[config.mk]
export PLATFORM = sky130hd
export DESIGN_NAME = ms_wdt_win
export DESIGN_NICKNAME = d
export VERILOG_FILES = /design/src/rtl/ms_wdt_pkg.sv /design/src/rtl/ms_wdt_presc.sv /design/src/rtl/ms_wdt_win.sv
export SDC_FILE = /design/constraint.sdc
export NUM_CORES = 1
export LEC_CHECK = 0
export ABC_AREA = 1
export BUFFER_PORTS_ARGS = -buffer_cell sky130_fd_sc_hd__buf_2
export CAP_MARGIN = 20
export CELL_PAD_IN_SITES_DETAIL_PLACEMENT = 0
export CELL_PAD_IN_SITES_GLOBAL_PLACEMENT = 2
export CORE_MARGIN = 2
export CORE_UTILIZATION = 30
export DETAILED_ROUTE_END_ITERATION = 16
export HOLD_SLACK_MARGIN = 0.12
export PLACE_DENSITY = 0.9
export SYNTH_ARGS = -nofsm -noshare
export SYNTH_HDL_FRONTEND = slang
export SYNTH_HIERARCHICAL = 1
export SYNTH_SLANG_ARGS = --single-unit
[constraint.sdc]
create_clock -name clk -period 4.59 [get_ports clk]
set_input_delay 0.6885 -clock clk [delete_from_list [all_inputs] [get_ports clk]]
set_output_delay 0.6885 -clock clk [all_outputs]
set_load 0.005 [all_outputs]
[src/rtl/ms_wdt_pkg.sv]
// Shared types and default sizes for the windowed watchdog.
package ms_wdt_pkg;

   localparam int unsigned WDT_W_DEF  = 32;
   localparam int unsigned WDT_PW_DEF = 8;

   typedef enum logic [1:0] {
      StIdle = 2'd0,
      StRun  = 2'd1,
      StWarn = 2'd2,
      StBite = 2'd3
   } wdt_state_e;

endpackage

[src/rtl/ms_wdt_presc.sv]
// Prescaler: counts 0..presc and emits a one-cycle tick on the presc value.
module ms_wdt_presc
#(
   parameter int unsigned PW = ms_wdt_pkg::WDT_PW_DEF
) (
   input  logic          clk,
   input  logic          rst_n,
   input  logic          clr,
   input  logic [PW-1:0] presc,
   output logic          tick
);

   logic [PW-1:0] r_cnt;
   logic [PW-1:0] w_cnt_d;

   assign tick = (r_cnt == presc);

   // Next prescale value: wrap on tick, forced to 0 by clr.
   always_comb begin
      w_cnt_d = r_cnt + PW'(1);
      if (clr || tick) begin
         w_cnt_d = '0;
      end
   end

   // Prescale counter register.
   always_ff @(posedge clk or negedge rst_n) begin
      if (!rst_n) begin
         r_cnt <= '0;
      end else begin
         r_cnt <= w_cnt_d;
      end
   end

endmodule

[src/rtl/ms_wdt_win.sv]
// Two-stage windowed watchdog: warn irq on first expiry, bite on second
// expiry or on a feed arriving before the window opens.
module ms_wdt_win
   import ms_wdt_pkg::*;
#(
   parameter int unsigned W  = WDT_W_DEF,
   parameter int unsigned PW = WDT_PW_DEF
) (
   input  logic          clk,
   input  logic          rst_n,
   input  logic          en,
   input  logic [W-1:0]  load,
   input  logic [PW-1:0] presc,
   input  logic          win_en,
   input  logic [W-1:0]  window,
   input  logic          feed,
   input  logic          irq_clr,
   output logic [W-1:0]  count,
   output logic          irq,
   output logic          wdt_rst,
   output logic          win_err,
   output logic [1:0]    state
);

   wdt_state_e r_state;
   wdt_state_e w_state_d;
   logic [W-1:0] r_count;
   logic [W-1:0] w_count_d;
   logic         r_irq;
   logic         w_irq_d;
   logic         r_win_err;
   logic         w_win_err_d;
   logic         w_tick;
   logic         w_presc_clr;
   logic         w_irq_set;
   logic         w_feed_ok;
   logic         w_zero;

   assign w_feed_ok = !win_en || (r_count <= window);
   assign w_zero    = (r_count == '0);

   ms_wdt_presc #(
      .PW (PW)
   ) u_presc (
      .clk   (clk),
      .rst_n (rst_n),
      .clr   (w_presc_clr),
      .presc (presc),
      .tick  (w_tick)
   );

   // Next-state, counter and flag logic; en drop beats feed, feed beats expiry.
   always_comb begin
      w_state_d   = r_state;
      w_count_d   = r_count;
      w_presc_clr = 1'b0;
      w_irq_set   = 1'b0;
      w_win_err_d = r_win_err;
      case (r_state)
         StIdle: begin
            w_count_d   = load;
            w_presc_clr = 1'b1;
            if (en) begin
               w_state_d = StRun;
            end
         end
         StRun, StWarn: begin
            if (!en) begin
               w_state_d   = StIdle;
               w_count_d   = load;
               w_presc_clr = 1'b1;
            end else if (feed && w_feed_ok) begin
               w_state_d   = StRun;
               w_count_d   = load;
               w_presc_clr = 1'b1;
            end else if (feed) begin
               w_state_d   = StBite;
               w_win_err_d = 1'b1;
               w_presc_clr = 1'b1;
            end else if (w_tick) begin
               if (!w_zero) begin
                  w_count_d = r_count - W'(1);
               end else if (r_state == StRun) begin
                  w_state_d = StWarn;
                  w_count_d = load;
                  w_irq_set = 1'b1;
               end else begin
                  w_state_d   = StBite;
                  w_presc_clr = 1'b1;
               end
            end
         end
         StBite: begin
            // Only rst_n leaves this state.
            w_presc_clr = 1'b1;
         end
         default: begin
            w_state_d = StIdle;
         end
      endcase
      // Set has priority over a coincident clear.
      w_irq_d = w_irq_set ? 1'b1 : (irq_clr ? 1'b0 : r_irq);
   end

   // State, counter and sticky flag registers.
   always_ff @(posedge clk or negedge rst_n) begin
      if (!rst_n) begin
         r_state   <= StIdle;
         r_count   <= '0;
         r_irq     <= 1'b0;
         r_win_err <= 1'b0;
      end else begin
         r_state   <= w_state_d;
         r_count   <= w_count_d;
         r_irq     <= w_irq_d;
         r_win_err <= w_win_err_d;
      end
   end

   assign count   = r_count;
   assign irq     = r_irq;
   assign wdt_rst = (r_state == StBite);
   assign win_err = r_win_err;
   assign state   = r_state;

endmodule

==> results of run 1 <==
stage by stage:
| stage | setup WS (ns) | instance area (µm²) | total power, mW | utilization, % | hold slack (ns) |
|---|---|---|---|---|---|
| finish | 1.72 | 5460 | 2.92 | 36.3 | 0.482 |
| global route | 1.45 | 5460 | 3.28 | 36.3 | 0.532 |
| CTS | 1.67 | 5460 | 2.97 | 36.3 | 0.502 |
| detailed placement | 1.46 | 5290 | 2.54 | 35.2 | 0.483 |
| global placement | 1.50 | 5290 | 2.53 | 35.2 | 0.484 |
| floorplan | 2.18 | 4580 | 1.99 | - | 0.393 |
per-layer routing:
layer	track usage [%]	part of all wire, %	routed length, µm	up-vias
met2	30.4	46	6340	85
met3	2.51	3.8	515	9
li1	-	-	-	2517
met5	0	0	0	-
met4	3.68	1.2	165	0
met1	23.2	49	6710	2065
logic make-up (layout without fill, tap and decap cells):
group                    count (synthesis)  after routing  synth area share (%)
buffers and inverters                  115            221                  10.5
adder cells (fa/ha/maj)                 38             38                  10.4
flip-flops                              44             44                  24.1
XOR/XNOR                                25             25                  4.78
AO/OA/AOI/OAI                           55             55                  6.50
AND/OR/NAND/NOR                        458            458                  43.8
power by group through the flow:
stage	registers [mW]	clock network, mW	logic, mW
after floorplan	0.789	0	1.20
after global placement	0.891	0	1.64
after detailed placement	0.895	0	1.64
after CTS	0.889	0.435	1.65
after global routing	0.922	0.448	1.91
final	0.880	0.422	1.62
path summary, 6_finish.rpt:
| check | startpoint | endpoint | slack [ns] |
|---|---|---|---|
| max in group asynchronous | rst_n | count[9] | 3.71 |
| worst min-delay path | rst_n | u_presc/r_cnt[3] | 0.48 |
| worst min register to register | win_err | win_err | 0.50 |
| worst max register to register | count[0] | count[19] | 1.72 |
| min in group clk | win_err | win_err | 0.50 |
| worst max-delay path | count[0] | count[19] | 1.72 |
critical path, stage by stage (launching register included):
cell and delay (ns):
dfrtp_1 0.45, inv_1 0.16, ha_1 0.21, and3b_1 0.17
nand3_1 0.11, nor2_4 0.24, inv_2 0.27, o211ai_2 0.29
nand2_4 0.14, nand2_4 0.33, inv_4 0.21, nand2_1 0.11
nand2_1 0.05
flip-flops by register name, indices dropped and copies added, names as in the netlist:
| name | cells |
|---|---|
| u_presc/r_cnt | 8 |
| state | 2 |
| count | 32 |
| irq | 1 |
| win_err | 1 |
layout make-up:
cell class | count | area, µm² | area share, %
Sequential cell | 44 | 1100 | 20.2
Clock inverter | 2 | 35.0 | 0.642
Clock buffer | 6 | 129 | 2.36
Multi-Input combinational cell | 576 | 3000 | 54.9
Inverter | 95 | 359 | 6.58
Tap cell | 188 | 235 | 4.31
Timing Repair Buffer | 118 | 601 | 11.0
Yosys cell counts, types with 5 or more instances:
cell,number
a21oi_1,21
buf_2,7
buf_6,5
clkbuf_1,7
dfrtp_1,44
ha_1,38
inv_1,91
nand2_1,256
nand3_1,64
nand4_1,13
nor2_1,74
nor2_2,8
nor3_1,7
o21ai_0,23
or2_2,17
xnor2_1,12
xor2_1,13
==> flow_metrics.tcl, run 1 <==
set metrics [dict create \
    grt_pass1_wl_um 22800 \
    synthArstFlopShare_pct 100 \
    routed_wl_um 13700 \
    seq_power_share_pct 30.1 \
    cts.sinks 44 \
    yosys_warnings 6 \
    n_antenna_cell 0 \
    worstSkewPairLatency_ns 0.30 \
    die_area_mm2 0.0163 \
    drv_slew 0 \
    layout_commonest_cell "nand2_1" \
    cellPowerDensity_mw_per_mm2 536 \
    final_cell_mix "nand2_1 (256), buf_2 (114), inv_1 (91), nor2_1 (74), nand3_1 (64)" \
    reg2reg_depth 12 \
    dr.pass1.iters 4 \
    initial_core_util_pct 30.5 \
    ant_nets 0 \
    end_kind "flop" \
    cts_buffers 5 \
    crit_required_ns 4.77 \
    setup_tns_ns 0 \
    p_int_mw 1.46 \
    start_kind "flop" \
    cts-root-buf "clkbuf_16" \
    p_leak_nw 2.98 \
    antenna_found_initial 0 \
    gp_congestion 0.779 \
    cts_tree "yes" \
    area_growth_pct 19.2 \
    post_cts_buffers 0 \
    grt_overflow_total 0 \
    drive_above_1_share_pct 20.0 \
    num_vias 4676 \
    dp_cells 1021 \
    stdcell_count 1029 \
    power.switching_mw 1.46 \
    drt_first_iter_violations 193 \
    synth_top_area_share_pct 24.1 \
    io_buffer_count 114 \
    clock_power_share_pct 14.4 \
    ys.flop_type "dfrtp_1" \
    synth_edf_count 0 \
    synth_seq_cells 44 \
    relSlewSlack_pct 60.2 \
    hold_viol 0 \
    worstMarginPinSlew_ns 0.597 \
    cts_htree_levels 2 \
    clk_path_buf_depth 2 \
    final_nets 956 \
    critPathArrivalTime_ns 3.05 \
    yosysTopAreaCell "dfrtp_1" \
    die_x_um 128 \
    io_pins 115 \
    dp_hpwl_um 10400 \
    grt_usage_pct 17.5 \
    finalSetupViolCount 0 \
    skew_ns 0.00618 \
    rsz0062_at_grt "false" \
    synth_area_leaders "dfrtp_1 (24%), nand2_1 (21%), ha_1 (10%)" \
    syn_nets 851 \
    yosysSeqAreaShare_pct 24.1 \
    p_comb_share_pct 55.5 \
    num_rows 45 \
    fillCellCount 1717 \
    post_cts_resized 0 \
    path_class "flop to flop" \
    core_area_mm2 0.0150 \
    max_cap_violations 0 \
    path_clk_slew_ns 0.07 \
    drc 0 \
    fmax_ghz 0.349 \
    grt_pass1_vias 4523 \
    vias_per_cell 4.54 \
    synth_area_mm2 0.00458 \
    synth_cell_types 39 \
    netSwitchingFraction_pct 50.1 \
    outcome "finished, final reports clean" \
    timing.final.crit_share_pct 62.4 \
    hp-class "primary input to async pin" \
    ctsHoldBuffers 0 \
    wl_per_cell_um 13.3 \
    synth.avg_cell_area_um2 6.23 \
    period_needed_ns 2.87 \
    die_y_um 128 \
    grt_max_degree 45 \
    ir_drop_uv 163 \
    synthCells 735 \
    cp_max_fo 33 \
]
Power figures use the tool's default switching activity.
==> run 2: changes to the inputs <==
--- a/config.mk
+++ b/config.mk
@@ -11,10 +11,10 @@
 export CELL_PAD_IN_SITES_DETAIL_PLACEMENT = 0
 export CELL_PAD_IN_SITES_GLOBAL_PLACEMENT = 2
 export CORE_MARGIN = 2
-export CORE_UTILIZATION = 30
+export CORE_UTILIZATION = 28
 export DETAILED_ROUTE_END_ITERATION = 16
 export HOLD_SLACK_MARGIN = 0.12
-export PLACE_DENSITY = 0.9
+export PLACE_DENSITY = 0.85
 export SYNTH_ARGS = -nofsm -noshare
 export SYNTH_HDL_FRONTEND = slang
 export SYNTH_HIERARCHICAL = 1
==> constraint.sdc (replaced) <==
create_clock -name clk -period 2.8 [get_ports clk]
set_input_delay 0.42 -clock clk [delete_from_list [all_inputs] [get_ports clk]]
set_output_delay 0.42 -clock clk [all_outputs]
set_load 0.005 [all_outputs]
==> run 2 against run 1 <==
  * Final cell count increased by 4.7%
  * Final area up 3.6%
  * Clock skew rose by 0.0010 ns
  * Sequential power rose by 53%
  * Critical path depth increased by 2
  * Die area increased by 6.9%
  * Worst hold slack got worse by 0.35 ns
  * Register-to-register slack got worse by 1.4 ns
  * Sequential cell count is the same
  * Highest routed layer unchanged
==> flow_metrics.tcl, run 2 (synthesis results as in run 1) <==
set metrics [dict create \
    outcome "finished, final reports clean" \
    end_kind "flop" \
    die_x_um 132 \
    largest_reg_flops 32 \
    placed_area_mm2 0.00548 \
    final.setup.worst_slack_ns 0.361 \
    crit_required_ns 3.03 \
    p_leak_nw 3.08 \
    period_needed_ns 2.44 \
    fmax_ghz 0.410 \
    start_kind "flop" \
    die_y_um 132 \
    n_antenna_cell 0 \
    layout_commonest_cell "nand2_1" \
    wl_per_cell_um 13.7 \
    dpl_worst_slack_ns 0.297 \
    top_usage_layer "met2" \
    fillCellCount 1836 \
    grt_pass1_vias 4755 \
    ant_nets 0 \
    use_met2_pct 28.9 \
    die_area_mm2 0.0174 \
    worstMarginPinSlew_ns 0.631 \
    num_vias 4772 \
    setup_tns_ns 0 \
    skew_ns 0.00721 \
    crit_slowest_cell "dfrtp_1" \
    grt_max_degree 31 \
    rsz0062_at_grt "false" \
    reg2reg_depth 14 \
    area_growth_pct 23.5 \
    vias_per_cell 4.43 \
    cts_tree "yes" \
    io_pins 115 \
    drv_slew 0 \
    path_class "flop to flop" \
    crit_chain "ha_1 > nand2_1 > nor2_1 > nand2_1 > nor3b_2 > nand2_1 > nand2_1 > nand2_1 > nand2_1 > nand2_4 > nand2_4 > buf_4 > nand2_1 > nand2_1" \
    grt_usage_pct 17.2 \
    post_cts_resized 0 \
    num_rows 46 \
    dr.pass1.iters 4 \
    initial_core_util_pct 28.7 \
    critPathArrivalTime_ns 2.67 \
    path_clk_slew_ns 0.07 \
    drc 0 \
    grtUsageMet3_pct 2.19 \
    final_area_mm2 0.00566 \
    drt_first_iter_violations 153 \
    cts.sinks 44 \
    cp_common_cell "nand2_1" \
    io_buffer_count 114 \
    cts-root-buf "clkbuf_16" \
    post_cts_buffers 0 \
    relSlewSlack_pct 57.9 \
    final_nets 976 \
    grt_pass1_wl_um 24100 \
    routed_wl_um 14700 \
    antenna_found_initial 0 \
    worstSkewPairLatency_ns 0.30 \
    grt_overflow_total 0 \
    cts_buffers 5 \
    ir_drop_uv 294 \
    finalSetupViolCount 0 \
    timing.final.crit_share_pct 87.1 \
    cts_htree_levels 2 \
    cellPowerDensity_mw_per_mm2 894 \
    dp_hpwl_um 11500 \
    clk_path_buf_depth 2 \
    drive_above_1_share_pct 22.0 \
    max_stage_delay_ns 0.48 \
    hold_viol 0 \
    cp_max_fo 19 \
    gp_congestion 0.794 \
    use_met1_pct 23.5 \
    core_area_mm2 0.0159 \
    ctsHoldBuffers 0 \
    final_cell_mix "nand2_1 (256), buf_2 (114), inv_1 (91), nor2_1 (74), nand3_1 (64)" \
    hp-class "primary input to async pin" \
    max_cap_violations 0 \
]
[run 2: power breakdown]
group	switching [mW]	internal, mW	total (mW)	leakage, nW
registers	0.452	0.897	1.35	0.547
logic	1.76	1.21	2.97	2.45
clock network	0.286	0.448	0.734	0.0871
[run 2: routing by layer]
layer	vias up	part of all wire (%)	wire, µm
met5	-	0	0
met2	85	46	6730
met4	0	1.1	157
li1	2562	-	-
met1	2116	50	7360
met3	9	3.2	469
[run 2: metrics by stage]
stage                     hold slack, ns  utilization, %  total power, mW  cells
after floorplan                    0.124               -             3.27    735
after global placement             0.472            34.4             4.36   1069
after detailed placement           0.480            34.4             4.37   1069
after CTS                          0.158            35.5             5.13   1077
after global routing               0.179            35.5             5.64   1077
final                              0.133            35.5             5.06   1077
[run 2: path summary, 6_finish.rpt]
| kind | slack (ns) | endpoint | startpoint |
|---|---|---|---|
| setup / recovery | 0.36 | count[19] | count[29] |
| hold / removal | 0.13 | count[15] | rst_n |
| setup reg to reg | 0.36 | count[19] | count[29] |
| hold reg to reg | 0.50 | win_err | win_err |
| max in group asynchronous | 1.90 | u_presc/r_cnt[0] | rst_n |
| min in group clk | 0.31 | irq | irq_clr |
[run 2: worst max-delay path, delay by kind of cell (launching register included)]
kind          cells  cell delay [ns]
simple gates     12             1.28
flops             1             0.48
fa+ha+maj         1             0.34
buf+inv           1             0.26
[run 2: cell type report]
class | instances | area [µm²] | area share, %
well taps | 216 | 270 | 4.78
clock inverters | 2 | 38.8 | 0.686
repair buffers | 138 | 751 | 13.3
inverters | 95 | 359 | 6.35
flip-flops and latches | 44 | 1100 | 19.5
clock buffers | 6 | 139 | 2.46
multi-input cells | 576 | 3000 | 53.0
==> run 3: changes to the inputs <==
--- a/config.mk
+++ b/config.mk
@@ -14,7 +14,7 @@
 export CORE_UTILIZATION = 28
 export DETAILED_ROUTE_END_ITERATION = 16
 export HOLD_SLACK_MARGIN = 0.12
-export PLACE_DENSITY = 0.85
+export PLACE_DENSITY_LB_ADDON = 0.1
 export SYNTH_ARGS = -nofsm -noshare
 export SYNTH_HDL_FRONTEND = slang
 export SYNTH_HIERARCHICAL = 1
==> run 3 against run 2 <==
  * Combinational power shrank 3%
  * Via count rose by 2.3%
  * Count of clock-buffer cells in the layout increased by 1
  * Sequential cell count stayed put
  * Critical path depth stayed put
  * Critical endpoint is now count[9]
  * Global-route usage is 1.1 points higher
  * Highest routed layer unchanged
  * Sequential share of layout area rose by 0.20 points
  * First-iteration DRC count up 29%
  * Clock skew is 0.0013 ns higher
  * Die area unchanged
  * Maximum frequency fell by 3.3%
==> flow_metrics.tcl, run 3 (synthesis results as in run 1) <==
set metrics [dict create \
    wl_per_cell_um 14.5 \
    skew_ns 0.00847 \
    cts_tree "yes" \
    drv_slew 0 \
    path_class "flop to flop" \
    die_area_mm2 0.0174 \
    ir_drop_uv 294 \
    cp-startpoint "count[31]" \
    power.switching_mw 2.51 \
    critPathArrivalTime_ns 2.77 \
    io_pins 115 \
    relSlewSlack_pct 65.9 \
    drc 0 \
    cp_max_fo 23 \
    p_int_mw 2.41 \
    hp-class "primary input to flop" \
    num_rows 46 \
    area_growth_pct 22.3 \
    end_kind "flop" \
    cts.sinks 44 \
    drt_first_iter_violations 197 \
    dp_hpwl_um 12100 \
    fmax_ghz 0.396 \
    setup_tns_ns 0 \
    io_buffer_count 114 \
    ant_nets 0 \
    initial_core_util_pct 28.7 \
    path_clk_slew_ns 0.07 \
    r2r_slack_ns 0.28 \
    rsz0062_at_grt "false" \
    dr.pass1.iters 5 \
    netSwitchingFraction_pct 51.1 \
    max_cap_violations 0 \
    grt_overflow_total 0 \
    drive_above_1_share_pct 21.2 \
    gp_congestion 0.808 \
    final_area_mm2 0.00560 \
    reg2reg_depth 14 \
    core_area_mm2 0.0159 \
    final_nets 970 \
    crit_required_ns 3.05 \
    cts_buffers 5 \
    finalSetupViolCount 0 \
    grt_usage_pct 18.2 \
    outcome "finished, final reports clean" \
    final_cell_mix "nand2_1 (256), buf_2 (114), inv_1 (91), nor2_1 (74), nand3_1 (64)" \
    die_x_um 132 \
    p_comb_share_pct 58.3 \
    largest_reg_flops 32 \
    antenna_found_initial 0 \
    placed_area_mm2 0.00544 \
    r2r-start "count[31]" \
    die_y_um 132 \
    period_needed_ns 2.52 \
    grt_max_degree 30 \
    cellPowerDensity_mw_per_mm2 879 \
    timing.final.crit_share_pct 90.1 \
    clk_path_buf_depth 2 \
    worstSkewPairLatency_ns 0.30 \
    layout_commonest_cell "nand2_1" \
    n_antenna_cell 0 \
    clock_power_share_pct 13.2 \
    grt_pass1_wl_um 25500 \
    total_power_mw 4.92 \
    p_leak_nw 3.04 \
    seq_power_share_pct 28.5 \
    cts_htree_levels 2 \
    grt_pass1_vias 5021 \
    crit_end "count[9]" \
    start_kind "flop" \
    routed_wl_um 15600 \
    r2r_end "count[9]" \
    vias_per_cell 4.56 \
    cts-root-buf "clkbuf_16" \
    num_vias 4880 \
    final_util_pct 35.1 \
    worstMarginPinSlew_ns 0.511 \
    post_cts_resized 0 \
    hold_viol 0 \
]
==> run 3: cell types whose count changed in the layout (fill, tap and decap cells not counted), sizes merged <==
cell         previous run  this run
buf                   138       131
bufinv                  1         0
clkbuf                  6         7
clkinv                  2         1
clkinvlp                0         1
dlygate4sd3             0         1
==> run 3: per-stage QoR <==
step	setup WS [ns]	hold WS, ns	std cells
after floorplan	0.644	0.124	735
after detailed placement	0.284	0.422	1062
after CTS	0.271	0.297	1071
after global routing	0.0479	0.291	1071
final	0.278	0.304	1071
after global placement	0.302	0.421	1062
==> run 3: critical path, cell delays in order (launching register included) <==
cell	delay (ns)
dfrtp_1	0.50
ha_1	0.35
nand2_1	0.07
nor2_1	0.13
nand2_1	0.12
nor3b_2	0.30
nand2_1	0.09
nand2_1	0.06
nand2_1	0.06
nand2_1	0.14
buf_4	0.30
nand3_1	0.12
nand2_1	0.08
nand2_1	0.06
nand2_1	0.07
==> run 3: final cells by class <==
type | instances | area (µm²)
Fill cell | 1834 | 10300
Multi-Input combinational cell | 576 | 3000
Sequential cell | 44 | 1100
Timing Repair Buffer | 132 | 721
Inverter | 95 | 359
Tap cell | 216 | 270
Clock buffer | 7 | 143
Clock inverter | 1 | 7.51
==> run 3: worst min path at each step <==
stage	start	end	slack (ns)	cells past startpoint
after global routing	irq_clr	irq	0.29	2
final	irq_clr	irq	0.30	2
after floorplan	rst_n	count[0]	0.12	0
after detailed placement	rst_n	count[19]	0.42	1
after CTS	irq_clr	irq	0.30	2
after global placement	rst_n	count[19]	0.42	1
==> run 3: power groups by stage <==
stage / logic [mW] / clock network (mW) / registers [mW]
final: 2.87 / 0.649 / 1.40
after global routing: 3.34 / 0.696 / 1.47
after CTS: 2.92 / 0.673 / 1.42
after detailed placement: 2.90 / 0 / 1.43
after global placement: 2.87 / 0 / 1.42
after floorplan: 1.97 / 0 / 1.29
==> run 3: what timing repair did <==
item,in CTS,in global routing
endpoints found under the hold margin,16,0
hold buffers,1,0
buffers inserted,0,0
==> run 3: routing by layer <==
metal	vias to the layer above	part of all wire (%)	track usage (%)
met2	110	48	32.0
met1	2202	47	23.2
met3	16	4.4	3.19
met5	-	0	0
met4	0	1.3	4.23
li1	2552	-	-
